$ cat src/rtl/fetch_pkg.sv
// Shared types and constants for the instruction-fetch stage.
package fetch_pkg;

    typedef enum logic [1:0] {
        ST_START   = 2'd0,
        ST_FETCH   = 2'd1,
        ST_DELIVER = 2'd2
    } fetch_state_e;

    localparam int                 INSTR_W   = 32;
    localparam logic [31:0]        PC_INC    = 32'd4;
    localparam logic [INSTR_W-1:0] NOP_INSTR = 32'h0000_0000;

    // Redirect targets are byte addresses; fetch only ever issues word-aligned reads.
    function automatic logic [31:0] word_align(input logic [31:0] addr);
        return addr & ~32'd3;
    endfunction

endpackage

$ cat src/rtl/pc_reg_en.sv
// Loadable register with asynchronous active-high reset to a parameter value.
module pc_reg_en #(
    parameter int           W       = 32,
    parameter logic [W-1:0] RST_VAL = '0
) (
    input  logic         clk,
    input  logic         rst,
    input  logic         en_i,
    input  logic [W-1:0] d_i,
    output logic [W-1:0] q_o
);

    logic [W-1:0] val_q;

    // NOTE: sequential state uses non-blocking assignments so every flop samples pre-edge values.
    always_ff @(posedge clk or posedge rst) begin
        if (rst) begin
            val_q <= RST_VAL;
        end else if (en_i) begin
            val_q <= d_i;
        end
    end

    assign q_o = val_q;

endmodule

$ cat src/rtl/if_fetch_stage.sv
// MIPS instruction-fetch stage: owns the PC, reads instruction memory over req/ack,
// and hands instructions to decode through a valid/ready output register.
module if_fetch_stage
    import fetch_pkg::*;
#(
    parameter logic [31:0] RESET_PC = 32'h0000_0000
) (
    input  logic               clk,
    input  logic               rst,
    output logic               imem_req,
    output logic [31:0]        imem_addr,
    input  logic               imem_ack,
    input  logic [INSTR_W-1:0] imem_rdata,
    input  logic               redirect,
    input  logic [31:0]        redirect_pc,
    output logic               if_valid,
    output logic [INSTR_W-1:0] if_instr,
    output logic [31:0]        if_pc,
    output logic [31:0]        if_pc4,
    input  logic               if_ready
);

    fetch_state_e state_q, state_d;
    logic [31:0]  pc_q, pc_d, pend_pc_q, redir_pc;
    logic         pc_en, pend_en, out_en;
    logic         drop_q, drop_d;
    logic         valid_q, valid_d;
    logic         req_q;

    assign redir_pc = word_align(redirect_pc);

    // State register; imem_req is registered from the next state so it is glitch-free.
    always_ff @(posedge clk or posedge rst) begin
        if (rst) begin
            state_q <= ST_START;
            req_q   <= 1'b0;
            drop_q  <= 1'b0;
            valid_q <= 1'b0;
        end else begin
            state_q <= state_d;
            req_q   <= (state_d == ST_FETCH);
            drop_q  <= drop_d;
            valid_q <= valid_d;
        end
    end

    always_comb begin
        state_d = state_q;
        unique case (state_q)
            ST_START:   state_d = ST_FETCH;
            ST_FETCH:   if (imem_ack && !drop_q && !redirect) state_d = ST_DELIVER;
            ST_DELIVER: if (redirect || if_ready) state_d = ST_FETCH;
            default:    state_d = ST_START;
        endcase
    end

    // NOTE: every signal gets a default before the case so no latch can be inferred.
    always_comb begin
        pc_en   = 1'b0;
        pc_d    = pc_q;
        pend_en = 1'b0;
        out_en  = 1'b0;
        drop_d  = drop_q;
        valid_d = valid_q;
        unique case (state_q)
            ST_START: begin
                if (redirect) begin
                    pc_en = 1'b1;
                    pc_d  = redir_pc;
                end
            end
            ST_FETCH: begin
                if (imem_ack) begin
                    pc_en = 1'b1;
                    if (drop_q || redirect) begin
                        // Squashed response: restart at the newest target.
                        pc_d   = redirect ? redir_pc : pend_pc_q;
                        drop_d = 1'b0;
                    end else begin
                        pc_d    = pc_q + PC_INC;
                        out_en  = 1'b1;
                        valid_d = 1'b1;
                    end
                end else if (redirect) begin
                    pend_en = 1'b1;
                    drop_d  = 1'b1;
                end
            end
            ST_DELIVER: begin
                if (redirect) begin
                    pc_en   = 1'b1;
                    pc_d    = redir_pc;
                    valid_d = 1'b0;
                end else if (if_ready) begin
                    valid_d = 1'b0;
                end
            end
            default: ;
        endcase
    end

    pc_reg_en #(.W(32), .RST_VAL(RESET_PC)) u_pc (
        .clk(clk), .rst(rst), .en_i(pc_en), .d_i(pc_d), .q_o(pc_q)
    );

    pc_reg_en #(.W(32), .RST_VAL(32'h0)) u_pend_pc (
        .clk(clk), .rst(rst), .en_i(pend_en), .d_i(redir_pc), .q_o(pend_pc_q)
    );

    pc_reg_en #(.W(INSTR_W), .RST_VAL(NOP_INSTR)) u_if_instr (
        .clk(clk), .rst(rst), .en_i(out_en), .d_i(imem_rdata), .q_o(if_instr)
    );

    pc_reg_en #(.W(32), .RST_VAL(32'h0)) u_if_pc (
        .clk(clk), .rst(rst), .en_i(out_en), .d_i(pc_q), .q_o(if_pc)
    );

    pc_reg_en #(.W(32), .RST_VAL(32'h0)) u_if_pc4 (
        .clk(clk), .rst(rst), .en_i(out_en), .d_i(pc_q + PC_INC), .q_o(if_pc4)
    );

    assign imem_req  = req_q;
    assign imem_addr = pc_q;
    assign if_valid  = valid_q;

endmodule

$ cat config.mk
export PLATFORM = sky130hd
export DESIGN_NAME = if_fetch_stage
export DESIGN_NICKNAME = d
export VERILOG_FILES = /design/src/rtl/fetch_pkg.sv /design/src/rtl/pc_reg_en.sv /design/src/rtl/if_fetch_stage.sv
export SDC_FILE = /design/constraint.sdc
export NUM_CORES = 1
export LEC_CHECK = 0
export CORE_AREA = 2 2 136 138
export CTS_CLUSTER_DIAMETER = 150
export DETAILED_ROUTE_END_ITERATION = 7
export DIE_AREA = 0 0 138 140
export GPL_TIMING_DRIVEN = 0
export PLACE_DENSITY = 0.77
export SETUP_SLACK_MARGIN = 0.4
export SLEW_MARGIN = 30
export SYNTH_ARGS = -nofsm -noshare
export SYNTH_HDL_FRONTEND = slang
export SYNTH_HIERARCHICAL = 1
export SYNTH_SLANG_ARGS = --single-unit
$ cat constraint.sdc
create_clock -name clk -period 2.8 [get_ports clk]
set_input_delay 0.28 -clock clk [delete_from_list [all_inputs] [get_ports clk]]
set_output_delay 0.28 -clock clk [all_outputs]
set_load 0.01 [all_outputs]
# == Word-level counts from Yosys, hierarchy flattened ==
# Index checks and enable logic that the tools add are counted.
# Widths: inputs -> output; s select.
# word_totals
wordCells,56
register_bits,163
input_bits,69
# classes
add_sub_neg,1
reduce_logical,14
eq_ne,8
muxes,24
# ops
operator,n
$mux 32,4
$pmux 32 s2,1
$add 32x3->32 const B,1
$mux 1,14
$reduce_and 4->1,2
$pmux 2 s3,1
$reduce_bool 2->1,3
$eq 2x1->1 const B,2
$mux 2,2
$ne 2x1->1 const B,2
$ne 2x2->1 const B,2
$pmux 1 s2,2
$ne 3x3->1 const B,1
$reduce_and 3->1,1
$eq 2x2->1 const B,1
$logic_and 1x1->1,2
$logic_not 1->1,2
$logic_not 2->1,1
$logic_or 1x1->1,2
$reduce_or 2->1,1

# == Depth between registers and ports, before layout ==
# logic_depth
word_depth,6
depth_mapped,9
mapped_depth_nobuf,7

# == Cells and area by module ==
# Netlist, hierarchy kept.
# by_module_without_submodules
mod,area_per_inst_um2,instances,cells_per_inst,seq_area_each_um2
pc_reg_en,1348.8,5,69,800.8
if_fetch_stage,2374.8,1,361,125.1

# == Least setup slack after synthesis ==
# Ideal clock, no wire load.
# synth_timing
path_kind,reg-to-reg
from,reg u_pc.val_q[9] (netlist: u_pc/q_o[9])
to,reg u_pc.val_q[24] (netlist: u_pc/q_o[24])
path_slack_ns,0.475
synth_period_minus_slack_ns,2.325
arrival_ns,2.200
setup_ns,0.125
stages_incl_launch_ff,9
cell_sequence,dfrtp_1 > buf_4 > nand4_2 > or4_4 > buf_6 > nor4_1 > nor3_1 > o32a_1 > mux2_4
# synth_between
elab_chain_cells,4
# synth_rtl
item,line,text
start: declaration,pc_reg_en.sv:13,logic [W-1:0] val_q;
start signal: assignment,pc_reg_en.sv:20,val_q <= d_i;
$add 32x3->32,if_fetch_stage.sv:80,pc_d = pc_q + PC_INC;
$mux 32,if_fetch_stage.sv:75,if (drop_q || redirect) begin
$mux 32,if_fetch_stage.sv:73,if (imem_ack) begin
$pmux 32 s2,if_fetch_stage.sv:65,unique case (state_q)
via pc_d[24],if_fetch_stage.sv:24,"logic [31:0] pc_q, pc_d, pend_pc_q, redir_pc;"
# The timed path passes the listed nets, and every way through them passes these cells. The select of a mux whose other input is x is not followed.
# A chain may end at the register's enable or synchronous reset.

# == Worst setup path after layout ==
# layout_timing
from,reg u_pc.val_q[10] (netlist: u_pc/q_o[10])
to,reg u_pc.val_q[24] (netlist: u_pc/q_o[24])
# The elaborated chain is that of the path after synthesis.

==> run_results.csv <==
group,metric,value,unit
outcome,status,"completed",
synth,syn-mean-instance-area,12.92,um2
synth,synth.largest_area_cell,"dfrtp_1",
worst_setup_path,crit_top_cell,"buf_6",
global_routing,antenna_found_initial,0,
detailed_routing,via_per_inst,5.836,
synth,synth-edff-count,0,
global_routing,grt_usage,26.76,%
sta,holdWs,0.3463,ns
finish,diodes,0,
floorplan,die-height,140,um
place,placed_cells,1134,
worst_setup_path,critPathKind,"flip-flop to flip-flop",
detailed_routing,drt_iter0_markers,514,
worst_setup_path,crit_slowest_cell,"or4_4",
synth,ys_seq_area_share,45.28,%
clock_network,clock_sinks,165,
detailed_routing,wl_per_cell,21.79,um
worst_setup_path,cpPeakStageDelay,0.55,ns
place,gp_congestion,0.9549,
floorplan,rows,49,
sta,tightest_slew,0.7339,ns
synth,synth.area.mux_share,28.05,%
sta,grt_setup_unrepaired,"yes",
floorplan,io_pins,199,
hold_path,hold_class,"primary input to asynchronous set/reset pin",
floorplan,fp.dieArea,0.01932,mm2
sta,setup_viol,0,
worst_setup_path,setup.worst_path.start_class,"flip-flop",
floorplan,coreArea,0.01778,mm2
finish,layout-drive-gt1-share,29.14,%
clock_network,tritoncts,"yes",
synth,synth_ff_type,"dfrtp_1",
synth,synthSimpleGateAreaFrac,6.888,%
synth,synth.most_common_cell,"dfrtp_1",
worst_setup_path,cp-end-kind,"flip-flop",
sta,slew_violations,0,
detailed_routing,drc,0,
clock_network,root_buffer,"clkbuf_16",
worst_setup_path,crit_path_cell_trace,"buf_6 -> nand4_4 -> or4_4 -> buf_6 -> nor4_1 -> nor3_1 -> o32a_1 -> mux2_4",
sta,fin_crit_sh,86.16,%
synth,synth_top_family_by_area,"multiplexers",
worst_setup_path,crit_required,3.12,ns
detailed_routing,antenna_left,0,
clock_network,clk_path_buf_depth,2,
synth,async_reset_ff_share,100.0,%
finish,areaGrowthSynthToFinish,33.96,%
sta,max_freq,414.5,MHz
sta,skew,0.007586,ns
job,maxCapViolCount,0,
finish,fin_cells,1176,
synth,synth_fa_ha_area_share,0.1372,%
finish,postLayoutCoreUtil,68.71,%
floorplan,start_util,51.29,%
global_routing,gr-total-overflow,0,
power_and_ir_drop,pwr_density_cell,1111,mW/mm2
detailed_routing,wl,25.62,mm
synth,synth_area,0.009119,mm2
synth,syn_inst,706,
place,io_buffers,195,
synth,yosys_warnings,6,
sta,slew_headroom,51.00,%
floorplan,die_w,138,um
global_routing,grt_pass1_vias,6908,
synth,synth_compound_area_share,10.74,%
synth,synth.ff_latch_count,165,
global_routing,grt_pass1_wl,40.49,mm
sta,period_minus_slack,2.413,ns
synth,synth_commonest_cells,"165 x dfrtp_1, 150 x mux2_4, 31 x nand2_1",
clock_network,numCtsBuffers,17,
place,place_hpwl,17.95,mm
synth,synth_area_leaders,"dfrtp_1 45%, mux2_4 25%, buf_12 3.3%",
detailed_routing,firstDrtPassIters,5,
finish,nFillCells,1294,
clock_network,insertion_delay,0.43,ns
power_and_ir_drop,irDropWorstVdd,0.5726,mV
power_and_ir_drop,leakagePower,5.262,nW
synth,yosysTopAreaCellShare,45.28,%
synth,yosys.area_share.xor_xnor,2.497,%
global_routing,grt_max_degree,33,
sta,hold_violations,0,
synth,yosysUniqueCellTypes,63,
finish,finalNetCount,1004,
worst_setup_path,crit_arrival,2.73,ns
clock_network,path_clk_slew,0.06,ns
worst_setup_path,cp_max_fo,7,
clock_network,htreeDepth,4,
detailed_routing,vias,6863,
-- stage by stage --
stage,setup slack (ns),setup TNS (ns),cell area (um2),power (mW)
2_1_floorplan,0.4749,0,9123,8.087
3_3_place_gp,-0.08947,-0.1622,11360,10.76
3_5_place_dp,-0.05807,-0.5561,11430,10.92
4_1_cts,0.4064,0,12160,13.57
5_1_grt,0.3255,0,12220,14.25
6_report,0.3874,0,12220,13.57
-- cells in the final DEF, fill, tap and decap left out, types with 5 or more instances in the layout --
master / synthesis / routed
nand2_1: 31 / 30
nand3_1: 8 / 6
mux2i_1: 17 / 17
o221ai_1: 7 / 7
mux2_4: 150 / 150
xnor2_1: 14 / 14
a21oi_1: 25 / 25
buf_6: 6 / 8
inv_1: 19 / 14
o21ai_0: 28 / 27
clkdlybuf4s50_1: 0 / 195
clkbuf_2: 0 / 11
mux2_2: 12 / 12
a211oi_1: 9 / 9
and3_1: 6 / 6
nor2_1: 21 / 17
dfrtp_1: 165 / 154
a31oi_1: 10 / 10
nor3_1: 10 / 10
inv_2: 0 / 5
buf_4: 2 / 11
nand4_1: 7 / 7
and2_1: 5 / 5
o31ai_1: 6 / 6
clkbuf_1: 27 / 18
o22a_1: 6 / 6
nand2b_1: 5 / 5
clkbuf_16: 0 / 17
buf_12: 15 / 18
a22oi_1: 12 / 12
dfrtp_2: 0 / 11
o31a_1: 7 / 7
xor2_1: 12 / 12
-- where the power goes --
group / switching (mW) / total [mW] / internal (mW)
Combinational: 2.58 / 6.64 / 4.06
Sequential: 0.998 / 4.50 / 3.50
Clock: 0.984 / 2.44 / 1.45
-- sequential cells by signal, summed over array words and instances (netlist names) --
register,flops
u_if_pc/q_o,32
u_pend_pc/q_o,32
if_valid,1
u_pc/q_o,32
u_if_pc4/q_o,32
imem_req,1
drop_q,1
u_if_instr/q_o,32
state_q,2
-- cell families (layout without fill, tap and decap cells) --
kind of cell	count (synthesis)	in the layout
buffers and inverters	75	315
other	1	2
adders and majority gates	1	1
AOI/OAI and AO/OA	142	142
xor gates and xnor gates	26	26
and+or+nand+nor	117	117
muxes	179	179
DFF	165	165
-- layer usage --
layer | routed length, um | vias to the layer above | track usage [%]
li1 | - | 3060 | -
met1 | 11520 | 3413 | 38.10
met2 | 11860 | 336 | 41.97
met3 | 1646 | 54 | 4.239
met4 | 590 | 0 | 9.291
met5 | 0 | - | 0
-- final timing paths --
path	start	endpoint	slack, ns	cells past startpoint
max	u_pc/q_o[10]	u_pc/q_o[24]	0.39	8
max in group asynchronous	rst	u_if_pc4/q_o[17]	1.76	2
min in group clk	imem_rdata[30]	u_if_instr/q_o[30]	0.46	2
min	rst	u_pc/q_o[29]	0.35	2
max reg2reg	u_pc/q_o[10]	u_pc/q_o[24]	0.39	8
min reg2reg	u_if_pc/q_o[11]	u_if_pc/q_o[11]	0.51	1
-- timing repair --
| item | CTS | global route |
|---|---|---|
| hold endpoints to repair | 0 | 0 |
| hold buffers | 0 | 0 |
| pin swaps | 2 | 0 |
| resized for setup | 26 | 21 |
| buffers inserted | 8 | 2 |
| setup endpoints to repair | 76 | 105 |
-- area by class of cell --
class / instances / area (um2) / area share, %
multi-input combinational: 467 / 4484 / 36.71
sequential: 165 / 4143 / 33.91
timing repair buffer: 208 / 2087 / 17.08
buffer: 55 / 530.5 / 4.343
clock buffer: 21 / 460.4 / 3.769
tap: 229 / 286.5 / 2.346
clock inverter: 11 / 148.9 / 1.219
inverter: 20 / 75.07 / 0.6146
-- critical path, delay by kind of cell (launching register included) --
kind            cells  cell delay, ns
mux                 1            0.25
simple gates        4            1.01
buf+inv             2            0.31
flops               1            0.38
compound gates      1            0.34
No activity file was read; power rests on OpenSTA's default activity.
